--- src/rtl/conv_sched_if.sv ---
// Handshake and data bundle between the weight loader / DMA stream and conv_sched.
// The master side drives kernels and pixels; the slave side is the sequencer.
interface conv_sched_if;
  logic        w_valid;
  logic [71:0] w_data;
  logic [31:0] s_axis_tdata;
  logic        s_axis_tvalid;
  logic        s_axis_tlast;
  logic        s_axis_tready;
  logic        dp_ready;
  logic        pix_valid;
  logic [7:0]  pix_data;
  logic [15:0] pix_col;
  logic [15:0] pix_row;
  logic        win_valid;
  logic        win_last;
  logic [71:0] kernel;
  logic        busy;
  logic        frame_done;
  logic        tlast_err;

  modport master (
    output w_valid, w_data, s_axis_tdata, s_axis_tvalid, s_axis_tlast, dp_ready,
    input  s_axis_tready, pix_valid, pix_data, pix_col, pix_row, win_valid,
           win_last, kernel, busy, frame_done, tlast_err
  );

  modport slave (
    input  w_valid, w_data, s_axis_tdata, s_axis_tvalid, s_axis_tlast, dp_ready,
    output s_axis_tready, pix_valid, pix_data, pix_col, pix_row, win_valid,
           win_last, kernel, busy, frame_done, tlast_err
  );
endinterface

--- src/rtl/conv_sched.sv ---
// Frame sequencer for the 3x3 convolution datapath: gates the pixel stream, tags
// row/column and window completion, and swaps kernels only at frame boundaries.
module conv_sched #(
  parameter int IMG_W = 64,
  parameter int IMG_H = 64
) (
  input  logic         clk,
  input  logic         rst,
  conv_sched_if.slave  bus
);
  typedef enum logic [1:0] {IDLE, ARMED, RUN, DONE} state_t;

  localparam logic [15:0] LAST_COL = 16'(IMG_W - 1);
  localparam logic [15:0] LAST_ROW = 16'(IMG_H - 1);

  state_t      r_state;
  state_t      w_next;
  logic [15:0] r_col;
  logic [15:0] r_row;
  logic        r_pixValid;
  logic [7:0]  r_pixData;
  logic [15:0] r_pixCol;
  logic [15:0] r_pixRow;
  logic        r_winValid;
  logic        r_winLast;
  logic        r_tlastErr;
  logic [71:0] r_kernel;
  logic [71:0] r_shadow;
  logic        r_pending;
  logic        w_tready;
  logic        w_xfer;
  logic        w_lastPix;
  logic        w_frameEnd;
  logic [7:0]  w_pixByte;

  assign w_pixByte  = bus.s_axis_tdata[7:0];
  assign w_tready   = ((r_state == ARMED) || (r_state == RUN)) && bus.dp_ready;
  assign w_xfer     = bus.s_axis_tvalid && w_tready;
  assign w_lastPix  = (r_col == LAST_COL) && (r_row == LAST_ROW);
  // A tlast on any transfer ends the frame early, even on the first pixel.
  assign w_frameEnd = w_xfer && (w_lastPix || bus.s_axis_tlast);

  always_comb begin
    w_next = r_state;
    case (r_state)
      IDLE:       if (bus.w_valid) w_next = ARMED;
      ARMED, RUN: if (w_frameEnd) w_next = DONE;
                  else if (w_xfer) w_next = RUN;
      DONE:       w_next = ARMED;
      default:    w_next = IDLE;
    endcase
  end

  always_ff @(posedge clk) begin
    if (rst) r_state <= IDLE;
    else     r_state <= w_next;
  end

  always_ff @(posedge clk) begin
    if (rst || r_state == DONE) begin
      r_col <= '0;
      r_row <= '0;
    end else if (w_xfer) begin
      if (r_col == LAST_COL) begin
        r_col <= '0;
        r_row <= r_row + 16'd1;
      end else begin
        r_col <= r_col + 16'd1;
      end
    end
  end

  always_ff @(posedge clk) begin
    if (rst) begin
      r_pixValid <= 1'b0;
      r_pixData  <= '0;
      r_pixCol   <= '0;
      r_pixRow   <= '0;
      r_winValid <= 1'b0;
      r_winLast  <= 1'b0;
      r_tlastErr <= 1'b0;
    end else begin
      r_pixValid <= w_xfer;
      r_winValid <= w_xfer && (r_row >= 16'd2) && (r_col >= 16'd2);
      r_winLast  <= w_xfer && w_lastPix;
      if (w_xfer) begin
        r_pixData <= w_pixByte;
        r_pixCol  <= r_col;
        r_pixRow  <= r_row;
      end
      if (w_xfer && (bus.s_axis_tlast != w_lastPix)) r_tlastErr <= 1'b1;
    end
  end

  // Loads during a frame park in the shadow so the active kernel never changes mid-frame.
  always_ff @(posedge clk) begin
    if (rst) begin
      r_kernel  <= '0;
      r_shadow  <= '0;
      r_pending <= 1'b0;
    end else if (bus.w_valid && r_state == RUN) begin
      r_shadow  <= bus.w_data;
      r_pending <= 1'b1;
    end else if (bus.w_valid) begin
      r_kernel  <= bus.w_data;
      r_pending <= 1'b0;
    end else if (r_state == DONE && r_pending) begin
      r_kernel  <= r_shadow;
      r_pending <= 1'b0;
    end
  end

  assign bus.s_axis_tready = w_tready;
  assign bus.pix_valid     = r_pixValid;
  assign bus.pix_data      = r_pixData;
  assign bus.pix_col       = r_pixCol;
  assign bus.pix_row       = r_pixRow;
  assign bus.win_valid     = r_winValid;
  assign bus.win_last      = r_winLast;
  assign bus.kernel        = r_kernel;
  assign bus.busy          = (r_state == RUN);
  assign bus.frame_done    = (r_state == DONE);
  assign bus.tlast_err     = r_tlastErr;
endmodule

--- src/flat_wrapper.sv ---
// flat-port wrapper written by rule: the top's interface ports become plain ports
module conv_sched_flat 
#(
  parameter int IMG_W = 64,
  parameter int IMG_H = 64
)
  (clk, rst, bus_w_valid, bus_w_data, bus_s_axis_tdata, bus_s_axis_tvalid, bus_s_axis_tlast, bus_dp_ready, bus_s_axis_tready, bus_pix_valid, bus_pix_data, bus_pix_col, bus_pix_row, bus_win_valid, bus_win_last, bus_kernel, bus_busy, bus_frame_done, bus_tlast_err);
  conv_sched_if bus_i ();
  input  logic clk;
  input  logic rst;
  input wire logic [$bits(bus_i.w_valid)-1:0] bus_w_valid;
  input wire logic [$bits(bus_i.w_data)-1:0] bus_w_data;
  input wire logic [$bits(bus_i.s_axis_tdata)-1:0] bus_s_axis_tdata;
  input wire logic [$bits(bus_i.s_axis_tvalid)-1:0] bus_s_axis_tvalid;
  input wire logic [$bits(bus_i.s_axis_tlast)-1:0] bus_s_axis_tlast;
  input wire logic [$bits(bus_i.dp_ready)-1:0] bus_dp_ready;
  output wire logic [$bits(bus_i.s_axis_tready)-1:0] bus_s_axis_tready;
  output wire logic [$bits(bus_i.pix_valid)-1:0] bus_pix_valid;
  output wire logic [$bits(bus_i.pix_data)-1:0] bus_pix_data;
  output wire logic [$bits(bus_i.pix_col)-1:0] bus_pix_col;
  output wire logic [$bits(bus_i.pix_row)-1:0] bus_pix_row;
  output wire logic [$bits(bus_i.win_valid)-1:0] bus_win_valid;
  output wire logic [$bits(bus_i.win_last)-1:0] bus_win_last;
  output wire logic [$bits(bus_i.kernel)-1:0] bus_kernel;
  output wire logic [$bits(bus_i.busy)-1:0] bus_busy;
  output wire logic [$bits(bus_i.frame_done)-1:0] bus_frame_done;
  output wire logic [$bits(bus_i.tlast_err)-1:0] bus_tlast_err;
  assign bus_i.w_valid = bus_w_valid;
  assign bus_i.w_data = bus_w_data;
  assign bus_i.s_axis_tdata = bus_s_axis_tdata;
  assign bus_i.s_axis_tvalid = bus_s_axis_tvalid;
  assign bus_i.s_axis_tlast = bus_s_axis_tlast;
  assign bus_i.dp_ready = bus_dp_ready;
  assign bus_s_axis_tready = bus_i.s_axis_tready;
  assign bus_pix_valid = bus_i.pix_valid;
  assign bus_pix_data = bus_i.pix_data;
  assign bus_pix_col = bus_i.pix_col;
  assign bus_pix_row = bus_i.pix_row;
  assign bus_win_valid = bus_i.win_valid;
  assign bus_win_last = bus_i.win_last;
  assign bus_kernel = bus_i.kernel;
  assign bus_busy = bus_i.busy;
  assign bus_frame_done = bus_i.frame_done;
  assign bus_tlast_err = bus_i.tlast_err;
  conv_sched #(.IMG_W(IMG_W), .IMG_H(IMG_H)) u_core (.clk(clk), .rst(rst), .bus(bus_i));
endmodule
--- config.mk ---
export PLATFORM = sky130hd
export DESIGN_NAME = conv_sched_flat
export DESIGN_NICKNAME = d
export VERILOG_FILES = /design/src/rtl/conv_sched_if.sv /design/src/rtl/conv_sched.sv /design/src/flat_wrapper.sv
export SDC_FILE = /design/constraint.sdc
export NUM_CORES = 1
export LEC_CHECK = 0
export CORE_AREA = 2 2 111 156
export CTS_BUF_LIST = sky130_fd_sc_hd__clkbuf_8 sky130_fd_sc_hd__clkbuf_16
export DETAILED_ROUTE_END_ITERATION = 10
export DIE_AREA = 0 0 113 158
export DONT_BUFFER_PORTS = 1
export PLACE_DENSITY = 0.69
export SLEW_MARGIN = 30
export SYNTH_ARGS = -nofsm -noshare
export SYNTH_HDL_FRONTEND = slang
export SYNTH_SLANG_ARGS = --single-unit
--- constraint.sdc ---
create_clock -name clk -period 3.9 [get_ports clk]
set_input_delay 0.39 -clock clk [delete_from_list [all_inputs] [get_ports clk]]
set_output_delay 0.39 -clock clk [all_outputs]
set_load 0.01 [all_outputs]
Word level (Yosys, flattened, before mapping)
Cells that the tools add are included.
{"block": "classes", "add_sub_neg": 2, "order_cmp": 2, "eq_ne": 8, "muxes": 10, "bitwise_logic": 1, "n_reduce_logical": 20}
{"cell": "two-way mux 72 bit", "count": 2}
{"cell": "adder 16 x 1 -> 16 bit (second input constant)", "count": 2}
{"cell": "== test 16 x 6 -> 1 bit (second input constant)", "count": 2}
{"cell": ">= comparator 16 x 2 -> 1 bit (second input constant)", "count": 2}
{"cell": "two-way mux 16 bit", "count": 1}
{"cell": "logical AND 1 bit", "count": 10}
{"cell": "two-way mux 2 bit", "count": 3}
{"cell": "one-hot mux 2 bit (3 select lines)", "count": 1}
{"cell": "AND reduction 2 bit", "count": 3}
{"cell": "== test 2 bit (second input constant)", "count": 2}
{"cell": "logical OR 1 bit", "count": 3}
{"cell": "two-way mux 1 bit", "count": 3}
{"cell": "inequality test 3 x 1 -> 1 bit (second input constant)", "count": 1}
{"cell": "nonzero test 3 bit", "count": 1}
{"cell": "== test 2 x 1 -> 1 bit (second input constant)", "count": 1}
{"cell": "zero test 2 bit", "count": 1}
{"cell": "inequality test 2 bit (second input constant)", "count": 1}
{"cell": "nonzero test 2 bit", "count": 1}
{"cell": "OR reduction 2 bit", "count": 1}
{"cell": "inequality test 1 bit", "count": 1}
{"cell": "inverter 1 bit", "count": 1}
{"block": "word_totals", "reg_bits": 223, "in_bits": 110, "out_inout_bits": 119, "wordCells": 56}

Depth between registers and ports, before layout
Gate-level depths: netlist of run 1.
{"block": "logic_depth", "word_depth": 7, "mapped_depth": 8, "mapped_depth_nobuf": 7}

Worst setup path before layout of run 1
Ideal clock, no wire load.
{"block": "synth_path", "path_kind": "register -> register", "startpoint": "reg u_core.r_state[0]", "endpoint": "reg u_core.r_row[5]", "arrival_time_ns": 1.885, "required_time_ns": 3.830, "setup_slack_ns": 1.945, "stages_incl_launch_ff": 9, "path_buffers": 2, "synth_period_minus_slack_ns": 1.955, "cell_sequence": "dfxtp_1 inv_1 ha_1 and3_1 buf_2 nand3_1 clkbuf_1 or4_1 a21oi_1"}
{"block": "synth_via", "elab_chain_cells": 5, "elab_cells_between_ends": 8, "cone_classes": "3 x eq/ne; 5 x reduce/logical"}
{"element": "start, declared", "line": "conv_sched.sv:16", "source": "state_t r_state;"}
{"element": "start signal, assigned", "line": "conv_sched.sv:56", "source": "else r_state <= w_next;"}
{"element": "== test 2 x 1 -> 1 bit / == test 2 bit (equally long branches)", "line": "conv_sched.sv:37", "source": "assign w_tready = ((r_state == ARMED) || (r_state == RUN)) && bus.dp_ready;"}
{"element": "logical OR 1 bit", "line": "conv_sched.sv:37"}
{"element": "logical AND 1 bit", "line": "conv_sched.sv:37"}
{"element": "logical AND 1 bit", "line": "conv_sched.sv:38", "source": "assign w_xfer = bus.s_axis_tvalid && w_tready;"}
{"element": "AND reduction 2 bit (no source line)"}
{"element": "end signal, assigned", "line": "conv_sched.sv:66", "source": "r_row <= r_row + 16'd1;"}
{"element": "end, declared", "line": "conv_sched.sv:19", "source": "logic [15:0] r_row;"}
Several ways; a longest one is shown, not always the timed one.
A chain may end at the register's enable or synchronous reset.

Final worst setup path of run 1
{"block": "layout_path", "startpoint": "reg u_core.r_state[0]", "endpoint": "reg u_core.r_row[13]"}
Same word-level chain as after synthesis.

==> qor.tcl, run 1 <==
set qor(status) {finished with violations}
set qor(failed_checks) {DRC}
set qor(share_seq_of_total_power_pct) 52.8
set qor(grt_setup_unrepaired) {no}
set qor(power_density_nw_per_um2) 478
set qor(worst_setup_path_start_kind) {flop}
set qor(p_switching_mw) 1.07
set qor(layout.cells.non_filler) 1213
set qor(portBuffers) 0
set qor(ys_types) 40
set qor(fin_hold_ws_ns) 0.0295
set qor(timing_worst_slew_pin_value_ns) 0.883
set qor(ffs_w_async_s_r_synth_pct) 0
set qor(area_delta_synth_final_pct) 8.11
set qor(postCtsResizedCells) 0
set qor(track_usage_pct) 21.8
set qor(power_leakage_nw) 3.47
set qor(post_drt_via_cell_ratio) 5.65
set qor(cp_data_required_time_ns) 4.32
set qor(post-route-drc-count) 16
set qor(ant_nets) 0
set qor(num_rows) 56
set qor(hpwlAfterDp_microns) 12900
set qor(diodes) 0
set qor(cts.root.buffer_cell) {sky130_fd_sc_hd__clkbuf_16}
set qor(grt_pass1_wl_microns) 32300
set qor(timing.fmax_mhz) 398
set qor(timing_worst_setup_path_type) {flop to flop}
set qor(synth-main-ff-cell) {sky130_fd_sc_hd__dfxtp_1}
set qor(worstPathMaxFanout) 42
set qor(power_switching_share_pct) 23.3
set qor(cts_tree) {yes}
set qor(p_int_mw) 3.53
set qor(dieWidth_microns) 113
set qor(synth_edf_count) 0
set qor(slew-limit-headroom_pct) 39.8
set qor(wire_per_inst_microns) 16.7
set qor(starting_utilization_of_the_core_area_pct) 53.9
set qor(slew_viol_final) 0
set qor(count_of_fill_cells_added_during_filler_insertion) 1484
set qor(die_height_microns) 158
set qor(die_area_sq_um) 17900
set qor(synth_seq_cells) 223
set qor(syn-num-nets) 1160
set qor(total_instance_count_after_detailed_placement) 1174
set qor(syn_avg_cell_area_sq_um) 8.55
set qor(drt_pass1_iterations) 8
set qor(final.setup_skew_ns) 0.00729
set qor(ys.warnings.count) 0
set qor(final_wtd_congestion) 0.779
set qor(hold_class) {primary input to flop}
set qor(postPlaceCellArea_sq_um) 8940
set qor(synth_seq_area_share_pct) 50.1
set qor(post_synth_inst_count) 1042
set qor(detailroute.via_count) 6858
set qor(antenna_violations_before_repair) 0
set qor(post-route-min-period_ns) 2.51
set qor(max-clock-path-buffers) 3
set qor(via_count_of_the_first_global_routing_pass) 6319
set qor(share_comb_of_total_power_pct) 5.6
set qor(boundaryPins) 229
set qor(setup_violations) 0
set qor(core_area_sq_um) 16500
set qor(hold_buffers) 2
set qor(cap_viol_max_count) 0
set qor(detailedRoute.firstIterationViolations) 464
set qor(drive_gt1_share_pct) 5.05
set qor(worstSetupEndpointType) {flop}
set qor(synth_area_sq_um) 8910
set qor(timing_hold_violations_final) 0
set qor(cts_htree_levels) 1
set qor(power.share.clock_pct) 41.6
set qor(tritoncts.num_buffers) 21
set qor(timing.setup.tns_ns) 0
set qor(cp.arrival_ns) 2.93
set qor(clkLatencyLatePin_ns) 0.49
set qor(max-vdd-ir-drop_uv) 356
set qor(fin_crit_sh_pct) 64.4
set qor(post_cts_buffers) 0
set qor(gr-total-overflow) 0
set qor(post-route-cell-area_sq_um) 9630
set qor(pin_count_of_the_biggest_net_entering_global_routing) 157
set qor(clock_sink_count) 223
set qor(routed_wl_microns) 20300
set qor(nNetsFinal) 1114
set qor(worst_setup_hold_path_clk_slew_ns) 0.06
-- placed cells by master (no fill, tap or decap), drive strengths merged, types with 4 or more instances in the layout --
cell type  netlist  final
nor2            94     94
and2             4      4
and4             5      5
nand2          235    235
o31ai           13     13
a211oi          73     73
dfxtp          223    223
o21ai            7      7
and3             4      4
buf             24     12
nor4             9      9
nand3           14     14
ha               8      8
or3              5      5
clkbuf          57     23
or4             15     15
mux2i           73     73
nand4           13     13
clkinv           0      4
xor2             5      5
a21oi          138    138
inv              7     16
-- sequential cells by signal (all words and copies together) (netlist names) --
name	flops
u_core.bus.kernel	72
u_core.r_shadow	72
u_core.bus.pix_col	16
u_core.bus.pix_row	16
u_core.r_col	16
u_core.r_row	16
u_core.bus.pix_data	8
u_core.r_state	2
u_core.bus.pix_valid	1
u_core.bus.tlast_err	1
u_core.bus.win_last	1
u_core.bus.win_valid	1
u_core.r_pending	1
-- metrics by stage --
| step | worst slack [ns] | power [mW] | util (%) |
|---|---|---|---|
| 3_3_place_gp | 1.44 | 2.70 | 54.1 |
| 6_report | 1.39 | 4.60 | 58.2 |
| 4_1_cts | 1.40 | 4.66 | 58.2 |
| 2_1_floorplan | 1.94 | 2.69 | - |
| 5_1_grt | 1.19 | 4.79 | 58.2 |
| 3_5_place_dp | 1.40 | 2.70 | 54.1 |
-- cells in the mapped netlist, drive strengths merged (4+ instances only) --
cell,count,share of area (%)
or3,5,0.35
nor4,9,0.97
buf,24,1.3
nor2,94,4.0
o21ai,7,0.39
ha,8,1.1
a211oi,73,6.2
o31ai,13,1.1
nand4,13,0.98
clkbuf,57,2.4
nand2,235,9.9
mux2i,73,8.2
dfxtp,223,50
nand3,14,0.84
inv,7,0.30
and4,5,0.49
or4,15,1.3
a21oi,138,7.8
xor2,5,0.49
and2,4,0.28
and3,4,0.30
-- power by group through the flow --
| stage | Sequential (mW) | Combinational, mW | Clock (mW) |
|---|---|---|---|
| CTS | 2.43 | 0.261 | 1.97 |
| global route | 2.43 | 0.293 | 2.06 |
| floorplan | 2.46 | 0.228 | 0 |
| global placement | 2.48 | 0.217 | 0 |
| finish | 2.43 | 0.257 | 1.91 |
| detailed placement | 2.48 | 0.222 | 0 |
-- final timing paths --
check | from | endpoint | slack [ns] | cells past startpoint
worst max register to register | u_core.r_state[0]$_SDFFE_PP0P_ | u_core.r_row[13]$_SDFFE_PP0P_ | 1.39 | 7
worst min-delay path | bus_w_data[15] | u_core.r_shadow[15]$_SDFFE_PP0P_ | 0.03 | 2
worst min register to register | u_core.r_shadow[7]$_SDFFE_PP0P_ | u_core.r_shadow[7]$_SDFFE_PP0P_ | 0.45 | 2
worst max-delay path | u_core.r_state[0]$_SDFFE_PP0P_ | u_core.r_row[13]$_SDFFE_PP0P_ | 1.39 | 7
-- layer usage --
layer  wire, microns  vias to the layer above  track usage [%]  part of all wire, %
met5               0                        -                0                    0
met4             341                        0             5.05                  1.7
met3            1460                       24             4.75                  7.2
met2           10500                      155             39.9                   52
met1            7950                     3163             25.9                   39
li1                -                     3516                -                    -
-- area by class of cell --
type	count	area [sq um]	area share, %
Multi-Input combinational cell	731	4110	42.7
Inverter	7	26.3	0.273
Tap cell	203	254	2.64
Timing Repair Buffer	12	135	1.40
Clock buffer	23	553	5.74
Sequential cell	223	4460	46.4
Clock inverter	14	83.8	0.871
-- critical path, cell delays in order (launching register included) --
cell and delay, ns:
sky130_fd_sc_hd__dfxtp_1 0.35, sky130_fd_sc_hd__inv_1 0.07, sky130_fd_sc_hd__ha_1 0.39, sky130_fd_sc_hd__and3_2 0.37, sky130_fd_sc_hd__buf_4 0.45, sky130_fd_sc_hd__nand4_1 0.22, sky130_fd_sc_hd__or4_1 0.43, sky130_fd_sc_hd__a21oi_1 0.15
-- logic make-up after synthesis --
group / count (synthesis) / share of synthesized area (%)
and+or+nand+nor: 406 / 19.9
AOI/OAI and AO/OA: 236 / 15.9
DFF: 223 / 50.1
buffers and inverters: 88 / 4.02
muxes: 73 / 8.20
xor gates and xnor gates: 8 / 0.787
adders and majority gates: 8 / 1.12
(Power assumes the default switching activity.)
==> inputs of run 2 (changes only) <==
clock period = 2.6 ns   (was 3.9 ns; I/O delays follow)
==> qor.tcl, run 2 (synthesis results as in run 1) <==
set qor(status) {finished with violations} ;# unchanged
set qor(failed_checks) {DRC} ;# unchanged
set qor(cp_data_required_time_ns) 3.03 ;# was 4.32 ns
set qor(power_leakage_nw) 4.18 ;# was 3.47 nW
set qor(grt_pass1_wl_microns) 36200 ;# was 32300 microns
set qor(cts_tree) {yes} ;# unchanged
set qor(wire_per_inst_microns) 17.2 ;# was 16.7 microns
set qor(setup_violations) 0 ;# unchanged
set qor(nNetsFinal) 1241 ;# was 1114
set qor(ant_nets) 0 ;# unchanged
set qor(ff2ff_path_depth) 7 ;# unchanged
set qor(worst_r2r_startpoint) {u_core.r_col[0]$_SDFFE_PP0P_} ;# was u_core.r_state[0]$_SDFFE_PP0P_
set qor(detailroute.via_count) 7564 ;# was 6858
set qor(track_usage_pct) 24.3 ;# was 21.8%
set qor(clkLatencyLatePin_ns) 0.48 ;# was 0.49 ns
set qor(max-vdd-ir-drop_uv) 506 ;# was 356 uV
set qor(cts.root.buffer_cell) {sky130_fd_sc_hd__clkbuf_16} ;# unchanged
set qor(cp_top_family) {simple AND/OR/NAND/NOR gates} ;# unchanged
set qor(post_cts_buffers) 0 ;# unchanged
set qor(final.setup_skew_ns) 0.00721 ;# was 0.00729 ns
set qor(post-route-cell-area_sq_um) 10900 ;# was 9630 sq um
set qor(pin_count_of_the_biggest_net_entering_global_routing) 130 ;# was 157
set qor(finalPower_mw) 7.02 ;# was 4.60 mW
set qor(boundaryPins) 229 ;# unchanged
set qor(cp_cell_sequence) {ha_2 > nor3b_1 > nand4_2 > or3_1 > ha_1 > a211oi_1 > dlygate4sd3_1} ;# was inv_1 > ha_1 > and3_2 > buf_4 > nand4_1 > or4_1 > a21oi_1
set qor(post_drt_via_cell_ratio) 5.64 ;# was 5.65
set qor(cp-endpoint) {u_core.r_state[0]$_SDFFE_PP0P_} ;# was u_core.r_row[13]$_SDFFE_PP0P_
set qor(mostFrequentLayoutCell) {sky130_fd_sc_hd__nand2_1} ;# unchanged
set qor(hpwlAfterDp_microns) 13200 ;# was 12900 microns
set qor(cp.arrival_ns) 2.90 ;# was 2.93 ns
set qor(hold_class) {primary input to flop} ;# unchanged
set qor(slew-limit-headroom_pct) 62.4 ;# was 39.8%
set qor(whs_path_depth) 2 ;# unchanged
set qor(timing_worst_slew_pin_value_ns) 0.564 ;# was 0.883 ns
set qor(power_density_nw_per_um2) 641 ;# was 478 nW/um^2
set qor(area_delta_synth_final_pct) 22.9 ;# was 8.11%
set qor(dieWidth_microns) 113 ;# unchanged
set qor(worstPathMaxFanout) 5 ;# was 42
set qor(via_count_of_the_first_global_routing_pass) 7375 ;# was 6319
set qor(timing_hold_violations_final) 0 ;# unchanged
set qor(slew_viol_final) 0 ;# unchanged
set qor(core_area_sq_um) 16500 ;# unchanged
set qor(timing_worst_setup_path_type) {flop to flop} ;# unchanged
set qor(fin_crit_sh_pct) 95.0 ;# was 64.4%
set qor(critical_path.reg2reg.endpoint) {u_core.r_state[0]$_SDFFE_PP0P_} ;# was u_core.r_row[13]$_SDFFE_PP0P_
set qor(critical_path.slowest_cell) {sky130_fd_sc_hd__dlygate4sd3_1} ;# was sky130_fd_sc_hd__buf_4
set qor(routed_wl_microns) 23000 ;# was 20300 microns
set qor(post-route-drc-count) 16 ;# unchanged
set qor(die_height_microns) 158 ;# unchanged
set qor(clock_sink_count) 223 ;# unchanged
set qor(cap_viol_max_count) 0 ;# unchanged
set qor(num_rows) 56 ;# unchanged
set qor(diodes) 0 ;# unchanged
set qor(drive_gt1_share_pct) 5.54 ;# was 5.05%
set qor(worst_setup_hold_path_clk_slew_ns) 0.07 ;# was 0.06 ns
set qor(timing.critical_path.slowest_cell_delay_ns) 0.58 ;# was 0.45 ns
set qor(die_area_sq_um) 17900 ;# unchanged
set qor(post-route-min-period_ns) 2.47 ;# was 2.51 ns
set qor(detailedRoute.firstIterationViolations) 472 ;# was 464
set qor(regToRegSetupSlack_ns) 0.13 ;# was 1.39 ns
set qor(worstSetupPathDepth) 7 ;# unchanged
set qor(postPlaceCellArea_sq_um) 9040 ;# was 8940 sq um
set qor(timing.fmax_mhz) 405 ;# was 398 MHz
set qor(gr-total-overflow) 0 ;# unchanged
set qor(final_core_util_pct) 66.2 ;# was 58.2%
set qor(starting_utilization_of_the_core_area_pct) 53.9 ;# unchanged
set qor(antenna_violations_before_repair) 0 ;# unchanged
set qor(worst_setup_path_start_kind) {flop} ;# unchanged
set qor(timing.critical_path.from) {u_core.r_col[0]$_SDFFE_PP0P_} ;# was u_core.r_state[0]$_SDFFE_PP0P_
set qor(drt_pass1_iterations) 8 ;# unchanged
set qor(worstSetupEndpointType) {flop} ;# unchanged
set qor(cts_htree_levels) 1 ;# unchanged
set qor(max-clock-path-buffers) 3 ;# unchanged
set qor(timing.setup.tns_ns) 0 ;# unchanged
set qor(portBuffers) 0 ;# unchanged
set qor(final_wtd_congestion) 0.816 ;# was 0.779
set qor(timing.critical_path.buf_inv) 1 ;# was 2
set qor(tritoncts.num_buffers) 21 ;# unchanged
set qor(most-common-layout-cells) {sky130_fd_sc_hd__nand2_1, sky130_fd_sc_hd__dfxtp_1, sky130_fd_sc_hd__a21oi_1, sky130_fd_sc_hd__dlygate4sd3_1, sky130_fd_sc_hd__nor2_1} ;# was sky130_fd_sc_hd__nand2_1, sky130_fd_sc_hd__dfxtp_1, sky130_fd_sc_hd__a21oi_1, sky130_fd_sc_hd__nor2_1, sky130_fd_sc_hd__a211oi_1
==> run 2: cell types whose count changed in the layout (fill, tap and decap cells not counted), sizes merged <==
cell | before | now
clkinv | 4 | 3
bufinv | 1 | 0
buf | 12 | 17
inv | 16 | 13
clkbuf | 23 | 27
dlygate4sd3 | 0 | 121
clkinvlp | 0 | 2
==> run 2: report_power, final <==
part	internal (mW)	switching (mW)	total [mW]
logic	0.229	0.250	0.479
registers	3.52	0.121	3.64
clock network	1.62	1.28	2.90
==> run 2: metrics by stage <==
step / hold slack (ns) / std cells / worst slack (ns)
after floorplan: 0.396 / 1042 / 0.645
after global placement: 0.342 / 1181 / 0.432
after detailed placement: 0.345 / 1181 / 0.374
after CTS: 0.0000366 / 1340 / 0.0637
after global routing: 0.00899 / 1340 / -0.0210
final: 0.0126 / 1340 / 0.131
==> run 2: layer usage <==
metal / track usage, % / up-vias / part of all wire, %
li1: - / 3769 / -
met1: 26.7 / 3528 / 38
met2: 45.4 / 209 / 53
met3: 5.13 / 58 / 6.4
met4: 9.76 / 0 / 3.2
met5: 0 / - / 0
==> run 2: area by class of cell <==
class	count	area [sq um]
clock buffer	26	594
clock inverter	11	56.3
fill	1375	5590
inverter	7	26.3
multi-input combinational	731	4120
sequential	223	4470
tap	203	254
timing repair buffer	139	1430
==> run 2: worst register-to-register path, cell delays in order (launching register included) <==
cell                            delay (ns)
sky130_fd_sc_hd__dfxtp_1              0.41
sky130_fd_sc_hd__ha_2                 0.24
sky130_fd_sc_hd__nor3b_1              0.26
sky130_fd_sc_hd__nand4_2              0.15
sky130_fd_sc_hd__or3_1                0.38
sky130_fd_sc_hd__ha_1                 0.20
sky130_fd_sc_hd__a211oi_1             0.20
sky130_fd_sc_hd__dlygate4sd3_1        0.58
==> run 2: worst min path at each step <==
stage | startpoint | end | slack [ns]
finish | bus_w_data[60] | u_core.bus.kernel[60]$_SDFFE_PP0P_ | 0.01
global route | bus_w_data[40] | u_core.bus.kernel[40]$_SDFFE_PP0P_ | 0.009
CTS | bus_w_data[60] | u_core.bus.kernel[60]$_SDFFE_PP0P_ | 0.00004
detailed placement | rst | u_core.bus.pix_row[1]$_SDFFE_PP0P_ | 0.34
floorplan | bus_w_data[0] | u_core.r_shadow[0]$_SDFFE_PP0P_ | 0.40
global placement | rst | u_core.bus.pix_col[14]$_SDFFE_PP0P_ | 0.34
==> run 2: timing repair <==
| action | CTS | global route |
|---|---|---|
| hold buffers | 122 | 0 |
| hold endpoints to repair | 192 | 0 |
| resized for setup | 0 | 6 |
| endpoints found under the setup margin | 0 | 4 |
==> inputs of run 3 (changes only) <==
SKIP_LAST_GASP = 1   (was not set)
==> qor.tcl, run 3 (synthesis results as in run 1) <==
set qor(status) {finished with violations} ;# unchanged
set qor(failed_checks) {DRC} ;# unchanged
set qor(hpwlAfterDp_microns) 13200 ;# unchanged
set qor(timing.fmax_mhz) 404 ;# was 405 MHz
set qor(routed_wl_microns) 23000 ;# about the same
set qor(dieWidth_microns) 113 ;# unchanged
set qor(detailedRoute.firstIterationViolations) 472 ;# unchanged
set qor(starting_utilization_of_the_core_area_pct) 53.9 ;# unchanged
set qor(diodes) 0 ;# unchanged
set qor(ant_nets) 0 ;# unchanged
set qor(worstSetupEndpointType) {flop} ;# unchanged
set qor(grt_setup_unrepaired) {yes}
set qor(boundaryPins) 229 ;# unchanged
set qor(worst_setup_hold_path_clk_slew_ns) 0.07 ;# about the same
set qor(core_area_sq_um) 16500 ;# unchanged
set qor(worst_setup_path_start_kind) {flop} ;# unchanged
set qor(die_area_sq_um) 17900 ;# unchanged
set qor(timing_worst_setup_path_type) {flop to flop} ;# unchanged
set qor(timing.critical_path.buf_inv) 1 ;# unchanged
set qor(setup_violations) 0 ;# unchanged
set qor(post-route-min-period_ns) 2.47 ;# about the same
set qor(cp_data_required_time_ns) 3.03 ;# about the same
set qor(area_delta_synth_final_pct) 22.9 ;# about the same
set qor(track_usage_pct) 24.3 ;# unchanged
set qor(worst_r2r_startpoint) {u_core.r_col[0]$_SDFFE_PP0P_} ;# unchanged
set qor(max-clock-path-buffers) 3 ;# unchanged
set qor(worstPathMaxFanout) 5 ;# unchanged
set qor(final.setup_skew_ns) 0.00812 ;# was 0.00721 ns
set qor(timing_worst_slew_pin_value_ns) 0.558 ;# was 0.564 ns
set qor(power.share.clock_pct) 41.3 ;# about the same
set qor(cts.root.buffer_cell) {sky130_fd_sc_hd__clkbuf_16} ;# unchanged
set qor(final_wtd_congestion) 0.816 ;# unchanged
set qor(detailroute.via_count) 7571 ;# was 7564
set qor(postPlaceCellArea_sq_um) 9040 ;# unchanged
set qor(portBuffers) 0 ;# unchanged
set qor(post_drt_via_cell_ratio) 5.65 ;# was 5.64
set qor(fin_crit_sh_pct) 95.1 ;# was 95.0%
set qor(cp.arrival_ns) 2.90 ;# about the same
set qor(max-vdd-ir-drop_uv) 506 ;# about the same
set qor(cp_cell_sequence) {ha_2 > nor3b_1 > nand4_2 > or3_1 > ha_1 > a211oi_1 > dlygate4sd3_1} ;# unchanged
set qor(power_leakage_nw) 4.18 ;# about the same
set qor(pin_count_of_the_biggest_net_entering_global_routing) 130 ;# unchanged
set qor(wire_per_inst_microns) 17.2 ;# about the same
set qor(cts_tree) {yes} ;# unchanged
set qor(timing_hold_violations_final) 0 ;# unchanged
set qor(hold_class) {primary input to flop} ;# unchanged
set qor(num_rows) 56 ;# unchanged
set qor(die_height_microns) 158 ;# unchanged
set qor(power_density_nw_per_um2) 641 ;# about the same
set qor(slew-limit-headroom_pct) 62.8 ;# was 62.4%
set qor(gr-total-overflow) 0 ;# unchanged
set qor(cap_viol_max_count) 0 ;# unchanged
set qor(share_seq_of_total_power_pct) 51.9 ;# about the same
set qor(slew_viol_final) 0 ;# unchanged
set qor(cp_top_family) {simple AND/OR/NAND/NOR gates} ;# unchanged
set qor(post-route-cell-area_sq_um) 10900 ;# about the same
set qor(drt_pass1_iterations) 7 ;# was 8
set qor(clock_sink_count) 223 ;# unchanged
set qor(timing.critical_path.slowest_cell_delay_ns) 0.58 ;# about the same
set qor(cts_htree_levels) 1 ;# unchanged
set qor(clkLatencyLatePin_ns) 0.49 ;# was 0.48 ns
set qor(post-route-drc-count) 16 ;# unchanged
set qor(fin_hold_ws_ns) 0.0121 ;# was 0.0126 ns
set qor(nNetsFinal) 1241 ;# unchanged
set qor(grt_pass1_wl_microns) 36200 ;# unchanged
set qor(mostFrequentLayoutCell) {sky130_fd_sc_hd__nand2_1} ;# unchanged
set qor(min_from) {bus_w_data[60]} ;# unchanged
set qor(drive_gt1_share_pct) 5.45 ;# was 5.54%
set qor(timing.critical_path.from) {u_core.r_col[0]$_SDFFE_PP0P_} ;# unchanged
set qor(via_count_of_the_first_global_routing_pass) 7375 ;# unchanged
set qor(power_switching_share_pct) 23.5 ;# about the same
set qor(antenna_violations_before_repair) 0 ;# unchanged
set qor(critical_path.slowest_cell) {sky130_fd_sc_hd__dlygate4sd3_1} ;# unchanged
set qor(share_comb_of_total_power_pct) 6.8 ;# about the same
set qor(p_switching_mw) 1.65 ;# about the same
set qor(p_int_mw) 5.37 ;# about the same
set qor(finalPower_mw) 7.02 ;# about the same
set qor(tritoncts.num_buffers) 21 ;# unchanged
set qor(most-common-layout-cells) {sky130_fd_sc_hd__nand2_1, sky130_fd_sc_hd__dfxtp_1, sky130_fd_sc_hd__a21oi_1, sky130_fd_sc_hd__dlygate4sd3_1, sky130_fd_sc_hd__nor2_1} ;# unchanged
## run 3: cell counts in the layout (fill, tap and decap cells not counted)
No cell type changed its count.
## run 3: routing by layer
layer  part of all wire (%)  routed length (microns)  up-vias  track usage (%)
met5                      0                        0        -                0
met4                    3.2                      741        0             9.76
met3                    6.5                     1500       58             5.13
met2                     53                    12100      218             45.4
met1                     38                     8650     3528             26.7
li1                       -                        -     3767                -
## run 3: final cells by class
class                           instances  area [sq um]
Clock inverter                         11          56.3
Inverter                                7          26.3
Sequential cell                       223          4470
Multi-Input combinational cell        731          4120
Clock buffer                           26           594
Tap cell                              203           254
Timing Repair Buffer                  139          1430
Fill cell                            1375          5590
## run 3: what timing repair did
| action | CTS | global route |
|---|---|---|
| hold endpoints to repair | 192 | 0 |
| endpoints found under the setup margin | 0 | 4 |
| gates resized for setup | 0 | 5 |
| hold buffers | 122 | 0 |
| setup buffers | 0 | 0 |
## run 3: power by group through the flow
stage | combinational (mW) | clock (mW) | sequential (mW)
floorplan | 0.341 | 0 | 3.69
global placement | 0.332 | 0 | 3.72
detailed placement | 0.340 | 0 | 3.72
CTS | 0.473 | 2.94 | 3.64
global route | 0.532 | 3.10 | 3.65
finish | 0.479 | 2.90 | 3.64
## run 3: final timing paths
path,to,slack (ns),cells after the start
setup / recovery,u_core.r_state[0]$_SDFFE_PP0P_,0.13,7
hold / removal,u_core.bus.kernel[60]$_SDFFE_PP0P_,0.01,2
setup reg to reg,u_core.r_state[0]$_SDFFE_PP0P_,0.13,7
hold reg to reg,u_core.r_shadow[4]$_SDFFE_PP0P_,0.45,2
## run 3: stage by stage
stage / TNS [ns] / worst slack (ns) / instances / util (%)
after floorplan: 0 / 0.645 / 1042 / -
after global placement: 0 / 0.432 / 1181 / 54.7
after detailed placement: 0 / 0.374 / 1181 / 54.7
final: 0 / 0.127 / 1340 / 66.2
after CTS: 0 / 0.0637 / 1340 / 66.1
after global routing: -0.0305 / -0.0210 / 1340 / 66.2
